[src/rtl/btn_event_pkg.sv]
// Shared types for the button event controller: event encoding, per-button FSM states, FIFO entry layout.
package btn_event_pkg;

  localparam int EVT_W     = 8;
  localparam int BTN_IDX_W = 6;

  typedef enum logic [1:0] {
    EVT_PRESS   = 2'b00,
    EVT_RELEASE = 2'b01,
    EVT_LONG    = 2'b10,
    EVT_REPEAT  = 2'b11
  } evt_type_e;

  typedef logic [1:0] btn_state_e;
  localparam btn_state_e ST_RELEASED  = 2'd0;
  localparam btn_state_e ST_HELD      = 2'd1;
  localparam btn_state_e ST_LONG_HELD = 2'd2;

  typedef struct packed {
    evt_type_e              typ;
    logic [BTN_IDX_W-1:0]   btn_idx;
  } evt_t;

  // Pending bit n corresponds to event type n; PRESS > LONG > REPEAT > RELEASE keeps per-button order.
  function automatic evt_type_e pick_type_f(input logic [3:0] pend);
    if (pend[EVT_PRESS])       return EVT_PRESS;
    else if (pend[EVT_LONG])   return EVT_LONG;
    else if (pend[EVT_REPEAT]) return EVT_REPEAT;
    else                       return EVT_RELEASE;
  endfunction

endpackage

[src/rtl/btn_event_fifo.sv]
// Synchronous show-ahead FIFO; push ignored when full, pop ignored when empty, dout reads 0 while empty.
// Full/empty come from the registered count, so a same-cycle pop never frees room for a push.
module btn_event_fifo #(
  parameter int WIDTH = 8,
  parameter int DEPTH = 8
) (
  input  logic             clk_in,
  input  logic             rst_low_in,
  input  logic             push,
  input  logic             pop,
  input  logic [WIDTH-1:0] din,
  output logic [WIDTH-1:0] dout,
  output logic             empty,
  output logic             full
);

  localparam int PTR_W = (DEPTH > 1) ? $clog2(DEPTH) : 1;
  localparam logic [PTR_W:0] DEPTH_C = DEPTH[PTR_W:0];

  logic [WIDTH-1:0] mem [DEPTH];
  logic [PTR_W-1:0] wr_ptr;
  logic [PTR_W-1:0] rd_ptr;
  logic [PTR_W:0]   count;
  logic             do_push;
  logic             do_pop;

  assign empty   = (count == '0);
  assign full    = (count == DEPTH_C);
  assign do_push = push & ~full;
  assign do_pop  = pop & ~empty;
  assign dout    = empty ? '0 : mem[rd_ptr];

  always_ff @(posedge clk_in) begin
    if (do_push) mem[wr_ptr] <= din;
  end

  // DEPTH is a power of two, so pointer overflow is the modulo wrap.
  always_ff @(posedge clk_in or negedge rst_low_in) begin
    if (!rst_low_in) begin
      wr_ptr <= '0;
      rd_ptr <= '0;
      count  <= '0;
    end else begin
      if (do_push) wr_ptr <= wr_ptr + PTR_W'(1);
      if (do_pop)  rd_ptr <= rd_ptr + PTR_W'(1);
      case ({do_push, do_pop})
        2'b10:   count <= count + (PTR_W+1)'(1);
        2'b01:   count <= count - (PTR_W+1)'(1);
        default: count <= count;
      endcase
    end
  end

endmodule

[src/rtl/btn_event_ctrl.sv]
// Turns debounced button levels into PRESS/RELEASE/LONG(/REPEAT) events queued for the CPU; one FIFO write per cycle.
// REPEAT generation only exists when BTN_EVT_AUTO_REPEAT_EN is defined.
module btn_event_ctrl
  import btn_event_pkg::*;
#(
  parameter int NUM_BTNS          = 4,
  parameter int LONG_PRESS_CLOCKS = 50_000_000,
  parameter int REPEAT_CLOCKS     = 10_000_000,
  parameter int FIFO_DEPTH        = 8
) (
  input  logic                clk_in,
  input  logic                rst_low_in,
  input  logic [NUM_BTNS-1:0] btn_in,
  input  logic                rd_en_in,
  output logic                evt_valid_out,
  output logic [EVT_W-1:0]    evt_data_out,
  output logic                irq_out,
  output logic                ovf_out,
  input  logic                clr_ovf_in
);

  localparam int CNT_W = $clog2((LONG_PRESS_CLOCKS > REPEAT_CLOCKS) ? LONG_PRESS_CLOCKS : REPEAT_CLOCKS) + 1;
  localparam logic [CNT_W-1:0] LONG_LAST = CNT_W'(LONG_PRESS_CLOCKS - 1);
`ifdef BTN_EVT_AUTO_REPEAT_EN
  localparam logic [CNT_W-1:0] REP_LAST  = CNT_W'(REPEAT_CLOCKS - 1);
`endif

  logic [NUM_BTNS-1:0][3:0] pend_all;
  logic [NUM_BTNS-1:0]      lost_vec;
  logic                     pick_vld;
  logic [BTN_IDX_W-1:0]     pick_idx;
  evt_type_e                pick_type;
  logic                     push;
  logic                     fifo_empty;
  logic                     fifo_full;
  evt_t                     push_evt;
  logic                     ovf_q;

  for (genvar i = 0; i < NUM_BTNS; i++) begin : g_btn
    logic             prev_q;
    btn_state_e       state_q;
    logic [CNT_W-1:0] cnt_q;
    logic [3:0]       set_b;
    logic [3:0]       clr_b;
    logic [3:0]       pend_b;
    logic             rise;
    logic             fall;

    assign rise  = btn_in[i] & ~prev_q;
    assign fall  = ~btn_in[i] & prev_q;
    assign clr_b = (push && pick_idx == BTN_IDX_W'(i)) ? (4'b0001 << pick_type) : 4'b0000;

    always_comb begin
      set_b = 4'b0000;
      if (rise)                                       set_b[EVT_PRESS]   = 1'b1;
      else if (fall)                                  set_b[EVT_RELEASE] = 1'b1;
      else if (state_q == ST_HELD && cnt_q == LONG_LAST) set_b[EVT_LONG] = 1'b1;
`ifdef BTN_EVT_AUTO_REPEAT_EN
      else if (state_q == ST_LONG_HELD && cnt_q == REP_LAST) set_b[EVT_REPEAT] = 1'b1;
`endif
    end

    always_ff @(posedge clk_in or negedge rst_low_in) begin
      if (!rst_low_in) begin
        prev_q  <= 1'b0;
        state_q <= ST_RELEASED;
        cnt_q   <= '0;
      end else begin
        prev_q <= btn_in[i];
        if (rise) begin
          state_q <= ST_HELD;
          cnt_q   <= '0;
        end else if (fall) begin
          state_q <= ST_RELEASED;
          cnt_q   <= '0;
        end else if (state_q == ST_HELD) begin
          if (cnt_q == LONG_LAST) begin
            state_q <= ST_LONG_HELD;
            cnt_q   <= '0;
          end else begin
            cnt_q <= cnt_q + CNT_W'(1);
          end
        end else if (state_q == ST_LONG_HELD) begin
`ifdef BTN_EVT_AUTO_REPEAT_EN
          cnt_q <= (cnt_q == REP_LAST) ? '0 : cnt_q + CNT_W'(1);
`else
          cnt_q <= '0;
`endif
        end
      end
    end

    // A bit re-set in the same cycle it is written out is a fresh event, not a loss.
    always_ff @(posedge clk_in or negedge rst_low_in) begin
      if (!rst_low_in) pend_b <= 4'b0000;
      else             pend_b <= (pend_b & ~clr_b) | set_b;
    end

    assign pend_all[i] = pend_b;
    assign lost_vec[i] = |(set_b & pend_b & ~clr_b);
  end

  // Descending scan so the lowest pending index is the one that sticks.
  always_comb begin
    pick_vld  = 1'b0;
    pick_idx  = '0;
    pick_type = EVT_PRESS;
    for (int b = NUM_BTNS - 1; b >= 0; b--) begin
      if (|pend_all[b]) begin
        pick_vld  = 1'b1;
        pick_idx  = BTN_IDX_W'(b);
        pick_type = pick_type_f(pend_all[b]);
      end
    end
  end

  assign push             = pick_vld & ~fifo_full;
  assign push_evt.typ     = pick_type;
  assign push_evt.btn_idx = pick_idx;

  btn_event_fifo #(
    .WIDTH (EVT_W),
    .DEPTH (FIFO_DEPTH)
  ) u_fifo (
    .clk_in     (clk_in),
    .rst_low_in (rst_low_in),
    .push       (push),
    .pop        (rd_en_in),
    .din        (push_evt),
    .dout       (evt_data_out),
    .empty      (fifo_empty),
    .full       (fifo_full)
  );

  always_ff @(posedge clk_in or negedge rst_low_in) begin
    if (!rst_low_in)     ovf_q <= 1'b0;
    else if (|lost_vec)  ovf_q <= 1'b1;
    else if (clr_ovf_in) ovf_q <= 1'b0;
  end

  assign ovf_out       = ovf_q;
  assign evt_valid_out = ~fifo_empty;
  assign irq_out       = evt_valid_out | ovf_q;

endmodule
[config.mk]
export PLATFORM = sky130hd
export DESIGN_NAME = btn_event_ctrl
export DESIGN_NICKNAME = d
export VERILOG_FILES = /design/src/rtl/btn_event_pkg.sv /design/src/rtl/btn_event_fifo.sv /design/src/rtl/btn_event_ctrl.sv
export SDC_FILE = /design/constraint.sdc
export NUM_CORES = 1
export LEC_CHECK = 0
export ABC_AREA = 1
export CORE_UTILIZATION = 60
export CTS_CLUSTER_DIAMETER = 100
export CTS_CLUSTER_SIZE = 24
export DETAILED_ROUTE_END_ITERATION = 8
export DONT_BUFFER_PORTS = 1
export HOLD_SLACK_MARGIN = 0.02
export PLACE_DENSITY = 0.76
export SLEW_MARGIN = 0
export SYNTH_ARGS = -nofsm -noshare
export SYNTH_HDL_FRONTEND = slang
export SYNTH_SLANG_ARGS = --single-unit
[constraint.sdc]
create_clock -name clk_in -period 3.2 [get_ports clk_in]
set_input_delay 0.64 -clock clk_in [delete_from_list [all_inputs] [get_ports clk_in]]
set_output_delay 0.64 -clock clk_in [all_outputs]
set_load 0.05 [all_outputs]
==> run metrics, run 1 <==
crit path capture type=primary output; GRT Resource Usage Total=0.267; Initial Util=0.621; Worst-Skew Late Latency=0.43 ns; CTS tree=built; Synth Register Bits=179; setup TNS=0 ns; minimum clock period=roughly 2.8 ns; period utilisation layout=0.862; largest family of logic cells by synthesized area=simple AND/OR/NAND/NOR gates; Avg WL per Cell=14.4 µm; main flop type after synthesis=dfrtp_1; slowest stage delay, CP=0.36 ns; first drt pass iteration count=5; failing checks=hold timing; reg2reg setup slack=0.67 ns; Clock Sinks=roughly 180; number of port buffers=0; worst-margin pin slew=0.702 ns; Detailed Route Iter0 Violations=about 650; Synth top area share=0.367; RSZ-0062 raised after global routing=no; Ys Warns=0; Num CTS Buffers=17; worst r2r src=g_btn[1].pend_b[0]; largest net degree at the start of global routing=148; CP Launch Type=flop; Crit path max-delay family=buffers and inverters; routed via count=~8500; global-route wire length before repair=roughly 37 mm; dpl hpwl=15.2 mm; Max VDD drop=0.000619 V; io pins=19; kind of critical path=reg -> out; final hold violation count=147; NumNets Final=1315; Setup Viol. Count Final=0; fraction of layout cells with a size suffix above 1=0.0794; GR Overflow Total=0; core area=0.0161 mm²; Syn Std Cell Area=~0.01 mm²; synthesis-to-layout area growth=9.13%; crit-path max FO=18; critical path required time=2.56 ns; die width=131 µm; Post-Layout Cell Count=1514; P_leak=4.68 nW; post-synth top area cell=dfrtp_1; Clk pin slew, worst setup/hold paths=approximately 0.060 ns; Reg2Reg Capture Point=u_fifo.count[3]; top cells by area, synth=dfrtp_1 37%, edfxtp_1 9.6%, nand2_1 9.5%; FFs w/ async S/R, synth=0.821; run status=finished with violations; multiplexer share of the synthesized area=0; most frequent cells in the layout=253 x nand2_1, 173 x inv_1, 147 x dfrtp_1; crit path cell chain=buf_4 -> inv_1 -> nor2_1 -> o22ai_1 -> o21ai_0 -> a31oi_1 -> buf_4; worst-case clock buffer depth=2; CP bufs+invs=3; Vias/cell=5.64; DRC=0; FF-to-FF path depth=14; pwr/cell area=617 mW/mm²; CTS Root Buffer Type=clkbuf_16; Setup Skew=0.00762 ns; worst hold slack=-0.0971 ns; EDFF count, synth=32; commonest non-fill, non-tap cell in the layout=nand2_1; cts repair resizes=0; Slew headroom=0.532; Post-Synth XOR/XNOR Area=0.0157; Final Slew Violations=0; Inst Count DP=roughly 1500; Post-Synth Simple-Gate Area=0.292; antenna violations before repair=0; antenna-violating nets left=0; die area=0.0172 mm²; Arr. time, crit path=2.12 ns; H-tree levels=4; RD Place Congestion=0.930; Cells after Synth=1269; register area share after synthesis=0.463; vias in the first global route=7973; max cap viols=0; Synth Area in Adders=0.0282; complex-gate fraction of the synthesized area=0.122; Avg Cell Area, Syn=7.89 µm²; Die H=about 130 µm; fmax=0.362 GHz; CP max stage cell=dfrtp_1; Diodes inserted=0; Total Wirelength=21.8 mm; post-synthesis cell type count=51; Rows=46; postcts setup bufs=0; Hold Path Class=in -> async; most used cell, CP=buf_4
[where the power goes]
part           internal, W  switching [W]  total [W]  leakage, nW
combinational     0.000493        0.00121    0.00170         2.11
sequential         0.00266       0.000169    0.00283         2.26
clock              0.00136       0.000856    0.00221        0.311
[per-layer routing]
metal | GRT usage | vias to the layer above | routed length [µm]
li1 | - | 4256 | -
met1 | 0.380 | 4010 | 10100
met2 | 0.413 | 240 | 10000
met3 | 0.0459 | 37 | 1290
met4 | 0.0869 | 0 | 373
met5 | 0 | - | 0
[cell usage after synthesis, types with 8 or more instances]
library cell  count
nor2_1          138
clkbuf_1         12
nand2_1         253
inv_1           173
nor3_1           53
nand3_1          84
nor2_2           15
dfrtp_1         147
inv_2             9
edfxtp_1         32
a31oi_1          12
nand2_2          11
nand4_1          29
a21oi_1          59
o21ai_0          97
o22ai_1          17
nor3b_1           8
ha_1             21
xor2_1           16
[through the flow]
stage | utilization | instance area, µm² | setup slack, ns | power [W]
2_1_floorplan | - | 10000 | 0.523 | 0.00410
3_3_place_gp | 0.639 | 10300 | 0.808 | 0.00451
3_5_place_dp | 0.639 | 10300 | 0.711 | 0.00456
4_1_cts | 0.678 | 10900 | 0.432 | 0.00678
5_1_grt | 0.678 | 10900 | 0.271 | 0.00712
6_report | 0.678 | 10900 | 0.441 | 0.00675
[area by class of cell]
class,instances,area (µm²)
Multi-Input combinational cell,892,4610
Fill cell,1331,5190
Sequential cell,179,4640
Timing Repair Buffer,12,90.1
Clock inverter,8,121
Tap cell,216,270
Inverter,183,687
Clock buffer,24,513
[registers in the layout, indices dropped and copies added, names as in the netlist]
register and flops:
ovf_out 1, u_fifo.wr_ptr 3, g_btn.pend_b 16, u_fifo.mem 32, g_btn.state_q 8, u_fifo.count 4
u_fifo.rd_ptr 3, g_btn.cnt_q 108, g_btn.prev_q 4
[worst max-delay path by stage]
stage	to	depth (start not counted)	slack, ns	start
finish	evt_data_out[1]	7	0.44	u_fifo.rd_ptr[0]
CTS	evt_data_out[1]	7	0.43	u_fifo.rd_ptr[0]
floorplan	evt_data_out[6]	7	0.52	u_fifo.rd_ptr[0]
global route	evt_data_out[0]	7	0.27	u_fifo.rd_ptr[0]
global placement	u_fifo.count[3]	14	0.81	g_btn[1].pend_b[0]
detailed placement	u_fifo.count[3]	14	0.71	g_btn[1].pend_b[0]
[cell families after synthesis]
kind of cell    after synthesis
compound gates              220
xor+xnor                     18
fa+ha+maj                    22
buf+inv                     201
flops                       179
other cells                   1
simple gates                628
Power figures use the tool's default switching activity.
==> inputs of run 2 (changes only) <==
==> constraint.sdc (replaced) <==
create_clock -name clk_in -period 3.5 [get_ports clk_in]
set_input_delay 0.7 -clock clk_in [delete_from_list [all_inputs] [get_ports clk_in]]
set_output_delay 0.7 -clock clk_in [all_outputs]
set_load 0.05 [all_outputs]
==> run 2 against run 1 <==
Compared with the run above:
- the flow still finishes with violations (hold timing)
- largest power group unchanged
- via count is 0.13% lower
- register-to-register slack worse by 0.02 ns
- clock power is 8% lower
- clock skew is 0.00057 ns lower
- design area is 0.37% lower
- sequential cell count stayed put
- combinational power is 9% lower
- sequential share of layout area is 0.16 points higher
- cell count is 0.26% lower
- global-route usage hardly changed
==> run metrics, run 2 (same netlist as run 1, synthesis figures left out) <==
Rows=46; top flop regs=g_btn.cnt_q: 108 flops, u_fifo.mem: 32 flops, g_btn.pend_b: 16 flops; pwr/cell area=566 mW/mm²; Setup Skew=between 0.007 and 0.008 ns; setup TNS=0 ns; minimum clock period=just under 3 ns; final hold violation count=79; Largest register FFs=108; largest net degree at the start of global routing=approximately 150; Worst-Skew Late Latency=~0.43 ns; cts repair resizes=0; FF-to-FF path depth=13; fmax=0.347 GHz; most frequent cells in the layout=253 x nand2_1, 173 x inv_1, 147 x dfrtp_1; kind of critical path=reg -> out; Max VDD drop=about 0.00065 V; Clock Sinks=179; crit path capture type=primary output; CP max stage cell=dfrtp_1; worst r2r src=u_fifo.count[1]; slowest stage delay, CP=0.36 ns; antenna violations before repair=0; worst hold slack=-0.0380 ns; Reg2Reg Capture Point=u_fifo.count[3]; worst-margin pin slew=between 1 and 1.5 ns; Arr. time, crit path=~2.2 ns; run status=finished with violations; failing checks=hold timing; H-tree levels=4; P_leak=4.65 nW; dpl hpwl=15.3 mm; GR Overflow Total=0; commonest non-fill, non-tap cell in the layout=nand2_1; CP Launch Type=flop; CTS Root Buffer Type=clkbuf_16; Die H=131 µm; RD Place Congestion=0.898; fillers=1362; NumNets Final=between 1000 and 1500; global-route wire length before repair=37.5 mm; Setup Viol. Count Final=0; die area=0.0172 mm²; critical path required time=between 2 and 3 ns; Clk pin slew, worst setup/hold paths=0.06 ns; synthesis-to-layout area growth=8.73%; antenna-violating nets left=0; Initial Util=0.621; io pins=19; postcts setup bufs=0; reg2reg setup slack=0.65 ns; core area=0.0161 mm²; period utilisation layout=0.824; worst-case clock buffer depth=2; RSZ-0062 raised after global routing=no; first drt pass iteration count=5; Avg WL per Cell=~15 µm; Vias/cell=5.65; Num CTS Buffers=17; vias in the first global route=8109; CTS tree=built; Hold Path Class=in -> async; routed via count=8532; GRT Resource Usage Total=0.267; Final Slew Violations=0; Detailed Route Iter0 Violations=622; max cap viols=0; Top reg by flops=g_btn.cnt_q; number of port buffers=0; Diodes inserted=0; crit path cell chain=buf_4 -> inv_1 -> o21ai_0 -> o22ai_1 -> o21ai_0 -> a31oi_1 -> buf_4; DRC=0; die width=between 100 and 150 µm; crit-path max FO=18; Slew headroom=0.304; fraction of layout cells with a size suffix above 1=0.0757; Total Wirelength=21.9 mm
## run 2: cell type report
cell class              count  area [µm²]  share of cell area
clock buffers              23         472              0.0433
well taps                 216         270              0.0248
clock inverters             9         153              0.0140
multi-input cells         892        4610               0.423
inverters                 183         687              0.0631
repair buffers              8        60.1             0.00552
flip-flops and latches    179        4640               0.426
## run 2: metal layers
layer  part of all wire  up-vias  global-route usage  wire length (µm)
li1                   -     4237                   -                 -
met1               0.46     3997               0.364             10100
met4              0.018        0              0.0954               395
met3              0.054       37              0.0509              1190
met5                  0        -                   0                 0
met2               0.47      261               0.425             10200
## run 2: worst max path at each step
stage,startpoint,to,slack (ns),depth (start not counted)
after floorplan,u_fifo.rd_ptr[0],evt_data_out[6],0.76,7
after global placement,u_fifo.count[1],u_fifo.count[3],0.79,13
after detailed placement,u_fifo.count[1],u_fifo.count[3],0.68,13
after CTS,u_fifo.rd_ptr[0],evt_data_out[7],0.62,7
after global routing,u_fifo.count[1],u_fifo.count[3],0.43,13
final,u_fifo.rd_ptr[0],evt_data_out[7],0.62,7
## run 2: critical path, delay by kind of cell, from the launching register on
kind	cells	cell delay, ns
buffers and inverters	3	0.76
AO/OA/AOI/OAI	4	0.63
flip-flops	1	0.36
## run 2: report_power, final
group	internal [W]	total, W	switching [W]
logic	0.000442	0.00155	0.00111
clock network	0.00124	0.00203	0.000789
registers	0.00243	0.00259	0.000156
total	0.00412	0.00617	0.00205
## run 2: per-stage QoR
step / area, µm² / power [W] / setup slack [ns] / std cells / utilization
6_report: 10900 / 0.00617 / 0.616 / 1510 / 0.676
5_1_grt: 10900 / 0.00650 / 0.427 / 1510 / 0.676
4_1_cts: 10900 / 0.00619 / 0.616 / 1510 / 0.676
3_5_place_dp: 10300 / 0.00417 / 0.677 / 1478 / 0.637
3_3_place_gp: 10300 / 0.00412 / 0.788 / 1478 / 0.637
2_1_floorplan: 10000 / 0.00375 / 0.763 / 1272 / -
==> inputs of run 3 (changes only) <==
--- a/config.mk
+++ b/config.mk
@@ -6,7 +6,7 @@
 export NUM_CORES = 1
 export LEC_CHECK = 0
 export ABC_AREA = 1
-export CORE_UTILIZATION = 60
+export CORE_UTILIZATION = 58
 export CTS_CLUSTER_DIAMETER = 100
 export CTS_CLUSTER_SIZE = 24
 export DETAILED_ROUTE_END_ITERATION = 8
==> constraint.sdc (replaced) <==
create_clock -name clk_in -period 2.41 [get_ports clk_in]
set_input_delay 0.482 -clock clk_in [delete_from_list [all_inputs] [get_ports clk_in]]
set_output_delay 0.482 -clock clk_in [all_outputs]
set_load 0.05 [all_outputs]
==> run 3 against run 2 <==
Compared with the run above:
- via count up 1.7%
- non-clock buffer count increased by 22
- the run still ends with hold timing left
- design area grew 2.7%
- sequential cell count did not move
- largest power group unchanged
- global-route usage up 0.14 points
- count of clock-buffer cells in the layout shrank 2
- highest routed layer unchanged
- setup slack worse by 0.50 ns
- largest cell class is now multi-input combinational cells
- critical path type unchanged
==> run metrics, run 3 (same netlist as run 1, synthesis figures left out) <==
Die H=roughly 130 µm; P_leak=4.76 nW; fmax=0.435 GHz; GR Overflow Total=0; Post-Layout Cell Count=roughly 1500; reg2reg setup slack=0.11 ns; Worst-Skew Late Latency=0.43 ns; Register Area=0.00464 mm²; CTS Root Buffer Type=clkbuf_16; fraction of layout cells with a size suffix above 1=0.106; Final Slew Violations=0; grt met3 use=0.0544; DRC=0; Setup WS pre-CTS=-0.00569 ns; Design Area, Final=0.0112 mm²; RSZ-0062 raised after global routing=yes; Arr. time, crit path=approximately 1.8 ns; most frequent cells in the layout=252 x nand2_1, 170 x inv_1, 146 x dfrtp_1; Max VDD drop=0.000868 V; Num CTS Buffers=17; crit-path max FO=6; Most Used Layer, Global Route=met2; Largest register FFs=108; GRT Resource Usage Total=0.268; top flop regs=g_btn.cnt_q: 108 flops, u_fifo.mem: 32 flops, g_btn.pend_b: 16 flops; Initial Util=0.600; Final WS setup=between 0.1 and 0.15 ns; CTS tree=built; core area=0.0167 mm²; max cap viols=0; commonest non-fill, non-tap cell in the layout=nand2_1; synthesis-to-layout area growth=11.7%; first drt pass iteration count=5; run status=finished with violations; Clock Sinks=179; Crit path max-delay family=buffers and inverters; period utilisation layout=0.953; Slew headroom=0.514; Design Power=0.00935 W; fillers=1393; Top reg by flops=g_btn.cnt_q; number of port buffers=0; antenna violations before repair=0; worst hold slack=-0.258 ns; io pins=19; routed via count=8678; failing checks=hold timing; grt met1 use=0.376; CP bufs+invs=3; kind of critical path=reg -> out; CP max stage cell=dfrtp_1; largest net degree at the start of global routing=148; Total Wirelength=22.6 mm; global-route wire length before repair=38.6 mm; Setup Skew=about 0.0093 ns; Post-DP Area=0.0104 mm²; NumNets Final=1333; vias in the first global route=8241; Hold Path Class=in -> async; worst-margin pin slew=about 0.73 ns; Vias/cell=5.65; die width=133 µm; Rows=47; RD Place Congestion=about 0.92; Util after Layout=0.670; crit path cell chain=nor4_4 -> inv_2 -> buf_4 -> o21ai_0 -> a31oi_2 -> buf_4; die area=0.0178 mm²; slowest stage delay, CP=roughly 0.5 ns; area occupied by multi-input gates=roughly 0.0047 mm²; Avg WL per Cell=14.7 µm; H-tree levels=4; CP Launch Type=flop; final hold violation count=147; Detailed Route Iter0 Violations=around 740; worst-case clock buffer depth=2; crit path capture type=primary output; minimum clock period=2.30 ns; pwr/cell area=836 mW/mm²; met2 GRT Util=0.429; critical path required time=1.93 ns; Inst Count DP=1501; dpl hpwl=15.6 mm; Clk pin slew, worst setup/hold paths=0.07 ns; antenna-violating nets left=0; most used cell, CP=buf_4; Diodes inserted=0; Setup Viol. Count Final=0
-- run 3: path summary, 6_finish.rpt --
kind / from / to / depth (start not counted)
setup reg to reg: g_btn[0].pend_b[3] / u_fifo.count[3] / 16
max in group asynchronous: rst_low_in / g_btn[3].cnt_q[3] / 0
min in group clk_in: btn_in[1] / g_btn[1].prev_q / 0
hold / removal: rst_low_in / g_btn[1].cnt_q[21] / 0
setup / recovery: u_fifo.count[2] / evt_data_out[7] / 6
hold reg to reg: g_btn[0].cnt_q[12] / g_btn[0].cnt_q[12] / 1
-- run 3: worst reg2reg max path: cells and delay by family, from the launching register on --
kind,cells,cell delay [ns]
flops,1,0.37
xor+xnor,1,0.15
simple gates,10,0.96
buf+inv,2,0.15
compound gates,1,0.17
fa+ha+maj,2,0.39
-- run 3: per-layer routing --
layer	share of wire	vias to the layer above	routed length (µm)
li1	-	4291	-
met1	0.46	4094	10500
met2	0.47	266	10600
met3	0.057	27	1290
met4	0.011	0	243
met5	0	-	0
-- run 3: timing repair --
action / in CTS / in global routing
pin swaps: 0 / 4
endpoints found under the setup margin: 6 / 7
buffers inserted: 2 / 1
resized for setup: 2 / 23
endpoints found under the hold margin: 147 / 147
-- run 3: report_power, final --
group          switching [W]  total (W)  internal (W)  leakage (nW)
Clock                0.00120    0.00295       0.00176         0.298
Combinational        0.00176    0.00262      0.000866          2.21
Sequential          0.000238    0.00377       0.00354          2.26
-- run 3: cell type report --
cell class / instances / share of cell area
Clock buffer: 21 / 0.0432
Clock inverter: 11 / 0.0132
Inverter: 183 / 0.0617
Multi-Input combinational cell: 892 / 0.421
Sequential cell: 179 / 0.415
Tap cell: 220 / 0.0246
Timing Repair Buffer: 30 / 0.0219
-- run 3: per-stage QoR --
step	hold WS, ns	setup TNS, ns
6_report	-0.258	0
5_1_grt	-0.277	-0.0667
4_1_cts	-0.268	0
3_5_place_dp	0.192	-0.00569
3_3_place_gp	0.192	0
2_1_floorplan	0.186	0
